[src/rtl/seq_matcher_param.sv]
// seq_matcher_param: programmable-pattern sequence matcher
// longest-prefix progress, thermometer LEDs, match pulse and counter
module seq_matcher_param #(
  parameter int W = 4,
  parameter int N = 16,
  parameter int CW = 8,
  parameter logic [N*W-1:0] PAT_INIT = 64'hB4B3_A295_3F23_5C74
) (
  input  logic                   CLK,
  input  logic                   RST_N,
  input  logic                   CE,
  input  logic [W-1:0]           DAT_I,
  input  logic                   MODE_OVL,
  input  logic                   CLR,
  input  logic                   PAT_WE,
  input  logic [$clog2(N)-1:0]   PAT_ADDR,
  input  logic [W-1:0]           PAT_DAT,
  output logic [$clog2(N+1)-1:0] PROG,
  output logic [N-1:0]           LED,
  output logic                   MATCH,
  output logic [CW-1:0]          MATCH_CNT
);

  localparam int PW = $clog2(N + 1);
  localparam int HW = $clog2(N);

  logic [W-1:0]  r_pat [N];
  logic [W-1:0]  r_hist [N-1];
  logic [HW-1:0] r_hcnt;
  logic [PW-1:0] r_prog;
  logic [N-1:0]  r_led;
  logic          r_match;
  logic [CW-1:0] r_cnt;

  logic [W-1:0]  w_win [N];
  logic [PW-1:0] w_prog_nx;
  logic [N-1:0]  w_led_nx;
  logic          w_full;
  logic          w_addr_ok;

  // candidate window: oldest history first, incoming symbol last
  always_comb begin
    w_win[N-1] = DAT_I;
    for (int m = 1; m < N; m++) begin
      w_win[N-1-m] = r_hist[m-1];
    end
  end

  // longest window suffix equal to a pattern prefix over valid history
  always_comb begin
    logic v_ok;
    w_prog_nx = '0;
    v_ok = 1'b0;
    for (int k = 1; k <= N; k++) begin
      v_ok = ((k - 1) <= int'(r_hcnt));
      for (int i = 0; i < k; i++) begin
        if (r_pat[i] != w_win[N-k+i]) begin
          v_ok = 1'b0;
        end
      end
      if (v_ok) begin
        w_prog_nx = PW'(k);
      end
    end
  end

  // thermometer of next progress, full-match and address-range flags
  always_comb begin
    w_led_nx = '0;
    for (int i = 0; i < N; i++) begin
      w_led_nx[i] = (i < int'(w_prog_nx));
    end
    w_full    = (w_prog_nx == PW'(N));
    w_addr_ok = (int'(PAT_ADDR) < N);
  end

  // state update: clear beats pattern write beats symbol sample
  always_ff @(posedge CLK or negedge RST_N) begin
    if (!RST_N) begin
      for (int i = 0; i < N; i++) begin
        r_pat[i] <= PAT_INIT[i*W +: W];
      end
      for (int m = 0; m < N-1; m++) begin
        r_hist[m] <= '0;
      end
      r_hcnt  <= '0;
      r_prog  <= '0;
      r_led   <= '0;
      r_match <= 1'b0;
      r_cnt   <= '0;
    end else begin
      r_match <= 1'b0;
      if (CLR) begin
        r_hcnt <= '0;
        r_prog <= '0;
        r_led  <= '0;
        r_cnt  <= '0;
      end else if (PAT_WE && w_addr_ok) begin
        r_pat[PAT_ADDR] <= PAT_DAT;
        r_hcnt <= '0;
        r_prog <= '0;
        r_led  <= '0;
      end else if (CE) begin
        r_hist[0] <= DAT_I;
        for (int m = 1; m < N-1; m++) begin
          r_hist[m] <= r_hist[m-1];
        end
        if (w_full && !MODE_OVL) begin
          r_hcnt <= '0;
        end else if (r_hcnt != HW'(N-1)) begin
          r_hcnt <= r_hcnt + HW'(1);
        end
        r_prog  <= w_prog_nx;
        r_led   <= w_led_nx;
        r_match <= w_full;
        if (w_full && (r_cnt != '1)) begin
          r_cnt <= r_cnt + CW'(1);
        end
      end
    end
  end

  assign PROG      = r_prog;
  assign LED       = r_led;
  assign MATCH     = r_match;
  assign MATCH_CNT = r_cnt;

endmodule
[config.mk]
export PLATFORM = sky130hd
export DESIGN_NAME = seq_matcher_param
export DESIGN_NICKNAME = d
export VERILOG_FILES = /design/src/rtl/seq_matcher_param.sv
export SDC_FILE = /design/constraint.sdc
export NUM_CORES = 1
export LEC_CHECK = 0
export CAP_MARGIN = 10
export CELL_PAD_IN_SITES_DETAIL_PLACEMENT = 1
export CELL_PAD_IN_SITES_GLOBAL_PLACEMENT = 1
export CORE_ASPECT_RATIO = 1.2
export CORE_MARGIN = 2
export CORE_UTILIZATION = 41
export DETAILED_ROUTE_END_ITERATION = 6
export PLACE_DENSITY = 0.77
export SKIP_CTS_REPAIR_TIMING = 1
export SKIP_LAST_GASP = 1
export SLEW_MARGIN = 20
export SYNTH_ARGS = -nofsm -noshare
export SYNTH_HDL_FRONTEND = slang
export SYNTH_SLANG_ARGS = --single-unit
export TNS_END_PERCENT = 100
[constraint.sdc]
create_clock -name CLK -period 3 [get_ports CLK]
set_input_delay 0.3 -clock CLK [delete_from_list [all_inputs] [get_ports CLK]]
set_output_delay 0.3 -clock CLK [all_outputs]
set_load 0.05 [all_outputs]
[Word level (Yosys, flattened, before mapping)]
Cells that the tools add are included.
Storage, ports and cells
  flip-flop bits (word level): 158
  bits of input ports: 18
Operators by class
  add/sub/neg operators: 2
  order comparisons: 33
  equality and inequality tests: 140
  multiplexer cells: 172
  bitwise logic cells: 3
  reduce and logical (&&, ||, !) cells: 12
Operators by type and width (count)
  $ne 4x4->1: 136
  $mux 1: 139
  $mux 5: 18
  $bwmux 64: 1
  $mux 16: 3
  $lt 4x5->1 const A: 8
  $le 4x4->1 const A: 8
  $mux 8: 4
  $mux 4: 6
  $lt 3x5->1 const A: 4
  $demux 4 s4: 1
  $le 3x4->1 const A: 4
  $lt 1x5->1 const A: 2
  $lt 2x5->1 const A: 2
  $add 8x1->8 const B: 1
  $le 2x4->1 const A: 2
  $ne 8x8->1 const B: 1
  $reduce_and 3->1: 2
  $eq 5x5->1 const B: 1
  $ge 5x5->1 const B: 1
  $lt 5x1->1 const B: 1
  $not 4->5: 1
  $add 4x1->4 const B: 1
  $le 1x4->1 const A: 1
  other kinds (9): 14

[Depth between registers and ports, before layout]
  depth after elaboration: 24
  gate-level depth with buffers: 12
  depth with buffers taken out: 11

[Worst setup path after synthesis]
No wires, ideal clock.
  path kind: register to register
  start: reg r_pat[54] (netlist name)
  end: reg r_led[0], in the netlist LED[0]
  library setup time: 0.124 ns
  data arrival time: 2.873 ns
  slack: 0.003 ns
  stages on the path, launching flop included: 12
  buffers on the path: 2
  clock period less this slack: 2.997 ns
  cell sequence: dfstp_2 -> clkbuf_1 -> buf_2 -> xnor2_1 -> nand4_1 -> nor4_1 -> nand2_1 -> o41ai_1 -> a211o_1 -> o211ai_1 -> o31a_1 -> a211o_1
On the way
  cells in the longest elaborated chain, start to end: 20
Ends and longest elaborated chain
  from (decl): RTL line 27  | logic [W-1:0] r_pat [N];
  from (signal, indexed assignment): RTL line 81  | r_pat[i] <= PAT_INIT[i*W +: W];
  $ne 4x4->1: RTL line 57  | if (r_pat[i] != w_win[N-k+i]) begin
  $mux 1: RTL line 57
  $mux 5 or $mux 1 (tied branches) (13 in series): RTL line 61, 57
  $mux 5 *: RTL line 61  | if (v_ok) begin
  $lt 1x5->1 *: RTL line 71  | w_led_nx[i] = (i < int'(w_prog_nx));
  $mux 16 *: RTL line 103  | end else if (CE) begin
  $mux 16 *: RTL line 98  | end else if (PAT_WE && w_addr_ok) begin
  $mux 16 *: RTL line 93  | if (CLR) begin
  to (signal assigned): RTL line 114  | r_led <= w_led_nx;
  to (decl): RTL line 31  | logic [N-1:0] r_led;
Every way passes the cells marked *; elsewhere a longest branch is shown, timed or not. The select of a mux whose other input is x is not followed.
A chain may end at the register's enable or synchronous reset.

[Worst setup path in the final report]
  start: reg r_hcnt[1]
  end: reg r_led[0], in the netlist LED[0]
On the way
  cells in the longest elaborated chain, start to end: 22
Ends and longest elaborated chain
  from (decl): RTL line 29  | logic [HW-1:0] r_hcnt;
  from (signal assigned): RTL line 111  | r_hcnt <= r_hcnt + HW'(1);
  $le 1x4->1 (tied with other cells): RTL line 55  | v_ok = ((k - 1) <= int'(r_hcnt));
  $mux 1 (2 in series): RTL line 57
  $mux 5 or $mux 1 (tied branches) (14 in series): RTL line 61, 57
  $mux 5 *: RTL line 61
  $lt 1x5->1 *: RTL line 71
  $mux 16 *: RTL line 103
  $mux 16 *: RTL line 98
  $mux 16 *: RTL line 93
Marked as above.

==> flow_summary.ini <==
[place]
dp.cells = 2463
place_hpwl_um = 70000
placed_area_um2 = 18600
gp_congestion = 1.13
io_buffers = 47

[worst_setup_path]
crit_buf_inv = 3
r2r_start = r_hcnt[1]$_DFFE_PN0P_
rr_worst_depth = 11
crit_arrival_ns = 4.05
slowest_delay_ns = 1.30
critPathCaptureType = flop
crit_chain = ha_1, o21ai_0, nor3_4, nand4_1, buf_4, nand2_1, and4bb_2, buf_6, inv_4, o31a_1, a211o_1
reg2reg_slack_ns = -0.70
cp_slowest_cell = o21ai_0
required_ns = 3.35
cp_top_family = compound AO/OA/AOI/OAI gates
timing.rr.end = LED[0]$_DFFE_PN0P_
path_max_fanout = 5
critical_path_class = flop to flop
critPathLaunchType = flop

[route]
dr_wl_met2_um = 40500
wl_per_cell_um = 38.2
drc_errors = 0
first_pass_iters = 7
wl_met3_um = 12000
drtIter0Drc = 2116
final_antenna_net_count = 0
viasPerCell = 6.66
top_layer = met4
vias = 16900
wl_met1_um = 31800
routed_wl_um = 96900

[final_layout]
fin_nets = 2083
mostFrequentLayoutCells = 389 x buf_4, 358 x xnor2_1, 231 x nand2_1
final_common_cell = buf_4
design_area_um2 = 20400
area_delta_synth_final_pct = 41.3
drive_gt1_frac = 0.337
instances_no_fill = 2537

[die]
initial_core_util = 0.414
fp.dieH_um = 209
die_w_um = 175
design.portCount = 48
core_area_um2 = 34800
die_area_um2 = 36700
placementRows = 75

[clock_network]
clock-sinks = 157
clockBufferDepth = 2
clock_latency_ns = 0.49
cts-root-buf = clkbuf_16
cts_htree_levels = 4
clkTransAtPathRegs_ns = 0.10
cts_buffers = 17
cts_tree = built

[yosys]
synth_edf_count = 0
synth_top_area_share = 0.228
async_reset_ff_frac = 1.00
yosys.area.top_type = xnor2_1
syn_inst = 1701
yosys-top-cells-area = xnor2_1 23%, dfrtp_1 22%, xor2_1 10%
syn_area_per_cell_um2 = 8.48
syn_area_um2 = 14400
synth-seq-cells = 157
syn_nets = 1724
yosys_warnings = 0
synth-main-ff-cell = dfrtp_1
ys_seq_area_frac = 0.275
yosysUniqueCellTypes = 69

[global_routing]
grt_pass1_vias = 17200
grt-ovfl-total = 0
grt_max_degree = 73
antenna_found_initial = 4
globalRouteTotalUtil = 0.498
grt_pass1_wl_um = 127000

[timing]
drv_slew = 3
setup_viol = 31
rsz0062_at_grt = yes
worstMarginPinSlew_ns = 1.65
slew_headroom = -0.109
setup_slack_ns = -0.700
min_period_ns = 3.70
fmax_ghz = 0.270
fin_worst_skew_ns = 0.0269
timing.final.crit_share = 1.23
final_hold_viol_count = 0

[outcome]
outcome = finished with violations
failed_checks = max-capacitance violations, max-slew violations, negative setup slack

[power]
ir_drop_mv = 0.507
leakage_uw = 0.00865
total_power_uw = 15300
p_per_area_nw_per_um2 = 754

[hold_path]
min_path_type = input port to asynchronous set/reset pin

[run]
drv_cap = 1
cells in the mapped netlist (all sizes together), types with 3 or more instances:
master,n
mux2,63
a211o,3
a21oi,14
dfrtp,124
nand3b,3
or4,13
a21o,9
nor3,23
o21ai,14
nand2,232
a22o,4
nand3,28
nand4b,3
xnor2,375
nor4bb,3
nand4,175
nor4,87
or3,5
a31o,3
xor2,172
o41ai,3
or2,6
ha,5
nand2b,8
and2,4
inv,9
nor4b,5
o21a,3
and3,9
dfstp,33
nor2,44
clkbuf,82
nor2b,6
buf,100
where the power goes:
part / switching (µW) / total [µW] / internal (µW)
Clock: 1310 / 2480 / 1160
Combinational: 5570 / 9690 / 4120
Sequential: 705 / 3180 / 2480
cell type report:
cell class	count	area [µm²]
fillers	3866	14400
multi-input cells	1353	10200
repair buffers	522	4930
flip-flops and latches	157	3990
well taps	462	578
clock buffers	17	425
clock inverters	15	209
inverters	9	36.3
diodes	2	5.00
how the worst max path moves through the flow:
stage / start / to / slack (ns) / cells after the start
floorplan: r_pat[54]$_DFFE_PN1P_ / LED[0]$_DFFE_PN0P_ / 0.003 / 11
global placement: DAT_I[3] / LED[8]$_DFFE_PN0P_ / -0.76 / 10
detailed placement: DAT_I[3] / LED[8]$_DFFE_PN0P_ / -0.77 / 10
CTS: r_pat[44]$_DFFE_PN1P_ / MATCH_CNT[7]$_DFFE_PN0P_ / -0.62 / 12
global route: r_hcnt[0]$_DFFE_PN0P_ / LED[0]$_DFFE_PN0P_ / -0.64 / 11
finish: r_hcnt[1]$_DFFE_PN0P_ / LED[0]$_DFFE_PN0P_ / -0.70 / 11
registers in the layout (all words and copies together), names as in the netlist:
name / flops
r_hcnt: 4
r_pat: 64
LED: 15
MATCH_CNT: 8
MATCH: 1
r_hist: 60
PROG: 5
cell families after synthesis:
kind of cell               Yosys count  synth area share
and+or+nand+nor                    663             0.242
xor gates and xnor gates           547             0.332
buffers and inverters              191            0.0593
DFF                                157             0.275
AOI/OAI and AO/OA                   74            0.0364
muxes                               64            0.0499
adders and majority gates            5           0.00434
metal layers:
layer  GRT usage  vias to the layer above
li1            -                     6522
met1       0.544                     8211
met2       0.770                     1460
met3       0.151                      703
met4       0.466                        0
met5           0                        -
per-stage QoR:
| stage | setup WS, ns | utilization | TNS [ns] | hold WS [ns] |
|---|---|---|---|---|
| finish | -0.700 | 0.585 | -12.28 | 0.377 |
| global route | -0.642 | 0.585 | -11.01 | 0.474 |
| CTS | -0.617 | 0.552 | -9.39 | -0.141 |
| detailed placement | -0.768 | 0.534 | -13.70 | 0.371 |
| global placement | -0.759 | 0.534 | -12.57 | 0.353 |
| floorplan | 0.00299 | - | 0 | 0.00441 |
Power figures use the tool's default switching activity.
